$ cat config.mk
export PLATFORM = sky130hd
export DESIGN_NAME = pc_stack_unit
export DESIGN_NICKNAME = d
export VERILOG_FILES = /design/src/rtl/pc_stack_unit.sv
export SDC_FILE = /design/constraint.sdc
export NUM_CORES = 1
export LEC_CHECK = 0
export CAP_MARGIN = 20
export CORE_UTILIZATION = 24
export DETAILED_ROUTE_END_ITERATION = 8
export GPL_TIMING_DRIVEN = 0
export PLACE_DENSITY = 0.5
export SLEW_MARGIN = 10
export SYNTH_ARGS = -nofsm -noshare
export SYNTH_HDL_FRONTEND = slang
export SYNTH_SLANG_ARGS = --single-unit
$ cat constraint.sdc
create_clock -name clk -period 2.9 [get_ports clk]
set_input_delay 0.435 -clock clk [delete_from_list [all_inputs] [get_ports clk]]
set_output_delay 0.435 -clock clk [all_outputs]
set_load 0.03 [all_outputs]
$ cat src/rtl/pc_stack_unit.sv
// Program counter with an integrated return-address stack and sticky fault flags.
// Define PC_REL_BRANCH_EN to enable the relative-branch adder for op 011.
module pc_stack_unit #(
  parameter int unsigned   AW        = 16,
  parameter int unsigned   RAS_DEPTH = 4,
  parameter logic [AW-1:0] RESET_VEC = '0,
  parameter int unsigned   INC_STEP  = 1
) (
  input  logic                           clk,
  input  logic                           rst,
  input  logic                           en,
  input  logic [2:0]                     op,
  input  logic [AW-1:0]                  target,
  input  logic [AW-1:0]                  offset,
  input  logic                           err_clr,
  output logic [AW-1:0]                  pc_addr,
  output logic [$clog2(RAS_DEPTH+1)-1:0] ras_count,
  output logic                           ras_empty,
  output logic                           ras_full,
  output logic                           err_ovf,
  output logic                           err_unf
);

  localparam int unsigned   CW   = $clog2(RAS_DEPTH + 1);
  localparam logic [AW-1:0] STEP = AW'(INC_STEP);

  typedef enum logic [2:0] {
    OP_HOLD = 3'd0,
    OP_INC  = 3'd1,
    OP_LOAD = 3'd2,
    OP_REL  = 3'd3,
    OP_CALL = 3'd4,
    OP_RET  = 3'd5,
    OP_CLR  = 3'd6,
    OP_RSVD = 3'd7
  } op_e;

  op_e           op_w;
  logic [AW-1:0] pc_q, pc_d;
  logic [CW-1:0] cnt_q, cnt_d;
  logic          ovf_q, ovf_d;
  logic          unf_q, unf_d;
  logic [AW-1:0] ras_q [RAS_DEPTH];
  logic [AW-1:0] ret_addr;
  logic [AW-1:0] top;
  logic          push;
  logic          ovf_set;
  logic          unf_set;
  logic          empty_w;
  logic          full_w;

  assign op_w     = op_e'(op);
  assign ret_addr = pc_q + STEP;
  assign empty_w  = (cnt_q == '0);
  assign full_w   = (cnt_q == CW'(RAS_DEPTH));

`ifndef PC_REL_BRANCH_EN
  logic unused_offset;
  assign unused_offset = ^offset;
`endif

  // Top-of-stack read: entry cnt_q-1, selected by compare to avoid an oversized index.
  always_comb begin
    top = '0;
    for (int unsigned i = 0; i < RAS_DEPTH; i++) begin
      if (cnt_q == CW'(i + 1)) top = ras_q[i];
    end
  end

  always_comb begin
    pc_d    = pc_q;
    cnt_d   = cnt_q;
    push    = 1'b0;
    ovf_set = 1'b0;
    unf_set = 1'b0;
    if (en) begin
      case (op_w)
        OP_INC:  pc_d = ret_addr;
        OP_LOAD: pc_d = target;
`ifdef PC_REL_BRANCH_EN
        OP_REL:  pc_d = pc_q + offset;
`endif
        OP_CALL: begin
          pc_d = target;
          if (full_w) begin
            ovf_set = 1'b1;
          end else begin
            push  = 1'b1;
            cnt_d = cnt_q + CW'(1);
          end
        end
        OP_RET: begin
          if (empty_w) begin
            pc_d    = ret_addr;
            unf_set = 1'b1;
          end else begin
            pc_d  = top;
            cnt_d = cnt_q - CW'(1);
          end
        end
        OP_CLR:  pc_d = RESET_VEC;
        default: pc_d = pc_q;
      endcase
    end
    // A fault raised in the same cycle as err_clr must survive the clear.
    ovf_d = (ovf_q & ~err_clr) | ovf_set;
    unf_d = (unf_q & ~err_clr) | unf_set;
  end

  always_ff @(posedge clk or posedge rst) begin
    if (rst) begin
      pc_q  <= RESET_VEC;
      cnt_q <= '0;
      ovf_q <= 1'b0;
      unf_q <= 1'b0;
    end else begin
      pc_q  <= pc_d;
      cnt_q <= cnt_d;
      ovf_q <= ovf_d;
      unf_q <= unf_d;
    end
  end

  always_ff @(posedge clk or posedge rst) begin
    if (rst) begin
      for (int unsigned i = 0; i < RAS_DEPTH; i++) ras_q[i] <= '0;
    end else begin
      for (int unsigned i = 0; i < RAS_DEPTH; i++) begin
        if (push && (cnt_q == CW'(i))) ras_q[i] <= ret_addr;
      end
    end
  end

  assign pc_addr   = pc_q;
  assign ras_count = cnt_q;
  assign ras_empty = empty_w;
  assign ras_full  = full_w;
  assign err_ovf   = ovf_q;
  assign err_unf   = unf_q;

endmodule

==> results of run 1 <==
tightest hold or removal path, stage by stage (launching register included):
cell and delay [ps]:
dfrtp_1 340, nand2_1 50, o21ai_0 60
cells in the final DEF (no fill, tap or decap), types with 9 or more instances in the layout:
cell type        instances
nand2_1                111
dfrtp_1                 85
o21ai_0                 83
clkdlybuf4s50_1         43
nor2_1                  31
clkbuf_1                23
a21oi_1                 23
xnor2_1                 14
buf_2                   12
inv_1                   11
nor3_1                   9
a221oi_1                 9
clkbuf_16                9
per-layer routing:
layer	global-route usage, %	up-vias	routed length (um)
met2	25.9	119	7300
li1	-	2058	-
met1	21.0	2184	7000
met3	3.42	21	668
met5	0	-	0
met4	4.58	0	301
kinds of logic after synthesis:
group	Yosys count	synth area share, %
adders and majority gates	12	2.89
DFF	85	44.7
and+or+nand+nor	192	19.0
xor gates and xnor gates	18	3.31
muxes	6	1.39
buffers and inverters	52	4.91
AOI/OAI and AO/OA	183	23.9
area by class of cell:
cell class	instances	area [um^2]	area share [%]
clock buffer	12	246	4.17
buffer	39	186	3.15
sequential	85	2130	36.0
tap	265	332	5.61
clock inverter	4	95.1	1.61
inverter	13	51.3	0.868
timing repair buffer	45	467	7.90
multi-input combinational	411	2410	40.7
final timing paths:
kind | slack (ps) | from | to | depth (start not counted)
setup / recovery | 170 | ras_count[0] | ras_empty | 5
max in group asynchronous | 1740 | rst | ras_q[13] | 3
hold / removal | 480 | ras_q[39] | ras_q[39] | 2
hold reg to reg | 480 | ras_q[39] | ras_q[39] | 2
min in group asynchronous | 530 | rst | ras_q[56] | 2
setup reg to reg | 220 | ras_count[2] | pc_addr[11] | 10
sequential cells by signal (all words and copies together), names as in the netlist:
register	count
ras_q	64
pc_addr	16
ras_count	3
err_unf	1
err_ovf	1
power breakdown:
part	switching [mW]	internal, mW	total [mW]
Combinational	1.33	0.752	2.09
Clock	0.473	0.865	1.34
Sequential	0.312	1.63	1.94
Total	2.12	3.25	5.37
through the flow:
step,std cells,hold WS [ps]
global placement,857,461
finish,874,483
global route,874,508
CTS,874,483
detailed placement,858,469
floorplan,548,445
what timing repair did:
item / in CTS / in global routing
hold buffers: 0 / 0
setup endpoints to repair: 1 / 8
cloned: 0 / 0
resized for setup: 1 / 2
==> metrics, run 1 <==
IO Port Bufs=44; clk buf depth=2; Pwr Density=908 nW/um^2; GRT Total Usage=15.9%; Crit-path slowest cell=clkdlybuf4s50_1; Crit path max-delay family=buffers and inverters; vias in the first global route=4255; RSZ-0062 raised after global routing=no; DRC violations left=0; Starting Density=24.5%; Post-Syn Area=between 4000 and 5000 um^2; placed cell areas=between 5000 and 6000 um^2; Synth area leaders=dfrtp_1 45%, nand2_1 8.7%, o21ai_0 8.7%; Async S/R FF share, synth=100%; maximum clock frequency=~370 MHz; Detailed Routing Iterations Pass 1=5; # fillers=2082; vias post-DR=about 4.4k; max_cap viols=0; # IOs=62; Post-CTS Setup Bufs=0; pre-CTS setup slack=about 98 ps; global-route wire length before repair=~24000 um; antenna-violating nets left=0; worst skew pair latency=350 ps; status=finished, final reports clean; initial DRC count=about 300; Final setup viols=0; # diodes=0; clock skew=~7.1 ps; most numerous cell in the Yosys netlist=nand2_1; peak supply drop=~310 uV; EDFF count, synth=0; fin crit share=roughly 94%; net count after synthesis=about 590; Least-Margin Pin Slew=between 600 and 700 ps; worst path cell trace=inv_1, ha_1, nor2b_1, buf_2, clkdlybuf4s50_1; die height=~140 um; setup slack after layout=about 170 ps; Via density=~5.0; H-tree levels=3; Congestion Overflow GR=0; fin util=30.4%; area grow syn2layout=24.1%; CP endpoint kind=primary output; initial antenna violation count=0; Total Nets Final=650; Min-Delay Path Class=reg2reg; Startpoint Class=register; Worst Setup Path Type=reg2out; CTS clock-pin slew for the worst setup and hold paths=60 ps; root buffer cell=clkbuf_16; fin area=5910 um^2; LEAKAGE=2.41 nW; Post-Synthesis Cells=~550; dominant cell type by area after synthesis=dfrtp_1; Hold Fails Final Rpt=0; sequential fraction of the synthesis area=between 40% and 50%; final max-slew violation count=0; Avg Inst Size Synth=just under 9 um^2; total CTS buffers=9; Power, Total=5.37 mW; Core Area=about 19000 um^2; site row count=between 50 and 60; wire length per cell=17.5 um; DIE WIDTH=roughly 140 um; share of cells above drive strength 1=9.03%; Synth Flop Type=dfrtp_1; Setup TNS=0 ps; CTS Sinks=85; #FFs+latches synth=between 80 and 90; CP arrival=between 2000 and 2500 ps; worst path bufs/invs=3; post-synth cell types=65; Final GP Congestion=0.888; top cells by count, synth=111 x nand2_1, 85 x dfrtp_1, 83 x o21ai_0; Tmin final=roughly 2700 ps; relative slew slack=roughly 58%; CTS tree=yes; Critical Path Max Stage Delay=~720 ps; Yosys warning count=0; largest net degree at the start of global routing=44; maximum fanout along the worst path=10; area share of the largest cell type after synthesis=around 45%; Req. time, crit path=about 2500 ps; detailed placement HPWL=11700 um; Die ar.=20400 um^2; final WL=15300 um
Note: power is estimated with default switching activity, not from simulation.
==> inputs of run 2 (changes only) <==
--- a/config.mk
+++ b/config.mk
@@ -9,7 +9,8 @@
 export CORE_UTILIZATION = 24
 export DETAILED_ROUTE_END_ITERATION = 8
 export GPL_TIMING_DRIVEN = 0
-export PLACE_DENSITY = 0.5
+export PLACE_DENSITY = 0.46
+export SKIP_CTS_REPAIR_TIMING = 1
 export SLEW_MARGIN = 10
 export SYNTH_ARGS = -nofsm -noshare
 export SYNTH_HDL_FRONTEND = slang
==> constraint.sdc (replaced) <==
create_clock -name clk -period 2.4 [get_ports clk]
set_input_delay 0.36 -clock clk [delete_from_list [all_inputs] [get_ports clk]]
set_output_delay 0.36 -clock clk [all_outputs]
set_load 0.03 [all_outputs]
==> run 2 against run 1 <==
Final cell count is 0.34% higher. Core utilization is 0.62 points higher. Combinational power is 29% higher. Via count is 0.89% lower.
==> metrics, run 2 (synthesis gave the netlist of run 1 again) <==
status=finished, final reports clean; Hold WS=378 ps (-105 ps); largest register by flop count=ras_q; max_cap viols=0 (unchanged); Core Area=19500 um^2 (unchanged); relative slew slack=54.6% (-3.3 points); Pwr Density=1100 nW/um^2 (+21%); LEAKAGE=2.46 nW (+2.0%); GRT Total Usage=16.3% (+0.40 points); CP arrival=2470 ps (+170 ps); clk buf depth=2 (unchanged); Req. time, crit path=2600 ps (+130 ps); wire length per cell=17.9 um (+2.4%); Detailed Routing Iterations Pass 1=4 (-1); Via density=4.95 (-1.2%); Tmin final=2270 ps; Starting Density=24.5% (unchanged); DIE WIDTH=143 um (unchanged); CTS tree=yes; Critical Path Max Stage Delay=400 ps (-320 ps); site row count=51 (unchanged); CP endpoint kind=register; Startpoint Class=register; Min-Delay Path Class=in2async; CTS clock-pin slew for the worst setup and hold paths=60 ps (about the same); IO Port Bufs=44 (unchanged); Setup TNS=0 ps (unchanged); worst path bufs/invs=5 (+2); vias post-DR=4343 (-0.89%); final WL=15700 um (+2.7%); clock skew=6.13 ps (-0.980 ps); area grow syn2layout=26.6%; global-route wire length before repair=24800 um (+3.2%); max reg flops=64 (unchanged); maximum fanout along the worst path=10 (unchanged); worst path cell trace=clkbuf_4, buf_6, inv_2, ha_4, buf_4, nor2_4, buf_4, a221oi_1, o21a_1, a211oi_1; share of cells above drive strength 1=13.1% (+4.0 points); vias in the first global route=4346 (+2.1%); Crit-path slowest cell=a221oi_1; pre-CTS setup slack=-463 ps (-560 ps); Final GP Congestion=0.861 (-3.0%); Die ar.=20400 um^2 (unchanged); initial antenna violation count=0 (unchanged); CTS Sinks=85 (unchanged); DRC violations left=0 (unchanged); maximum clock frequency=~440 MHz; H-tree levels=3 (unchanged); Hold Fails Final Rpt=0 (unchanged); detailed placement HPWL=12100 um (+3.2%); # IOs=62 (unchanged); setup slack after layout=129 ps (-36.6 ps); # diodes=0 (unchanged); initial DRC count=295 (-1.0%); Total Nets Final=653 (+0.46%); R2R setup slack=130 ps (-90 ps); Final setup viols=0 (unchanged); largest net degree at the start of global routing=38 (-14%); Congestion Overflow GR=0 (unchanged); most frequent cells in the layout=111 x nand2_1, 84 x dfrtp_1, 83 x o21ai_0, 42 x clkdlybuf4s50_1, 31 x nor2_1; total CTS buffers=9 (unchanged); worst skew pair latency=350 ps (about the same); Crit path max-delay family=buffers and inverters; antenna-violating nets left=0 (unchanged); fin crit share=about 95%; RSZ-0062 raised after global routing=no; Least-Margin Pin Slew=676 ps (+45.9 ps); Worst path most repeated cell=buf_4; die height=143 um (unchanged); Worst Setup Path Type=reg2reg; commonest non-fill, non-tap cell in the layout=nand2_1; root buffer cell=clkbuf_16; peak supply drop=393 uV (+25%); final max-slew violation count=0 (unchanged)
-- run 2: metal layers --
| metal | vias to the layer above | track usage [%] | part of all wire, % |
|---|---|---|---|
| met3 | 18 | 2.68 | 3.7 |
| met5 | - | 0 | 0 |
| met4 | 0 | 4.53 | 1.4 |
| met1 | 2181 | 22.6 | 48 |
| met2 | 90 | 26.0 | 47 |
| li1 | 2054 | - | - |
-- run 2: cell type report --
class,instances,area [um^2]
plain buffers,39,208
clock buffers,13,280
clock inverters,3,65.1
fillers,2017,13400
inverters,13,52.6
multi-input cells,411,2470
flip-flops and latches,85,2130
well taps,265,332
repair buffers,48,493
-- run 2: through the flow --
step           instance area [um^2]  total power, mW  util (%)  instances
3_3_place_gp                   5540             4.83      28.5        857
6_report                       6030             6.64      31.0        877
2_1_floorplan                  4770             3.92         -        548
5_1_grt                        6030             7.09      31.0        877
4_1_cts                        5920             6.53      30.4        875
3_5_place_dp                   5580             4.91      28.7        859
-- run 2: path summary, 6_finish.rpt --
kind / to / depth (start not counted) / from
hold / removal: ras_q[26] / 2 / rst
setup reg to reg: pc_addr[6] / 10 / ras_count[2]
setup / recovery: pc_addr[6] / 10 / ras_count[2]
min in group clk: ras_q[7] / 2 / ras_q[7]
max in group asynchronous: pc_addr[0] / 4 / rst
hold reg to reg: ras_q[7] / 2 / ras_q[7]
-- run 2: report_power, final --
group / internal, mW / switching [mW] / leakage [nW]
registers: 1.97 / 0.380 / 1.09
clock network: 1.02 / 0.578 / 0.172
logic: 1.01 / 1.68 / 1.19
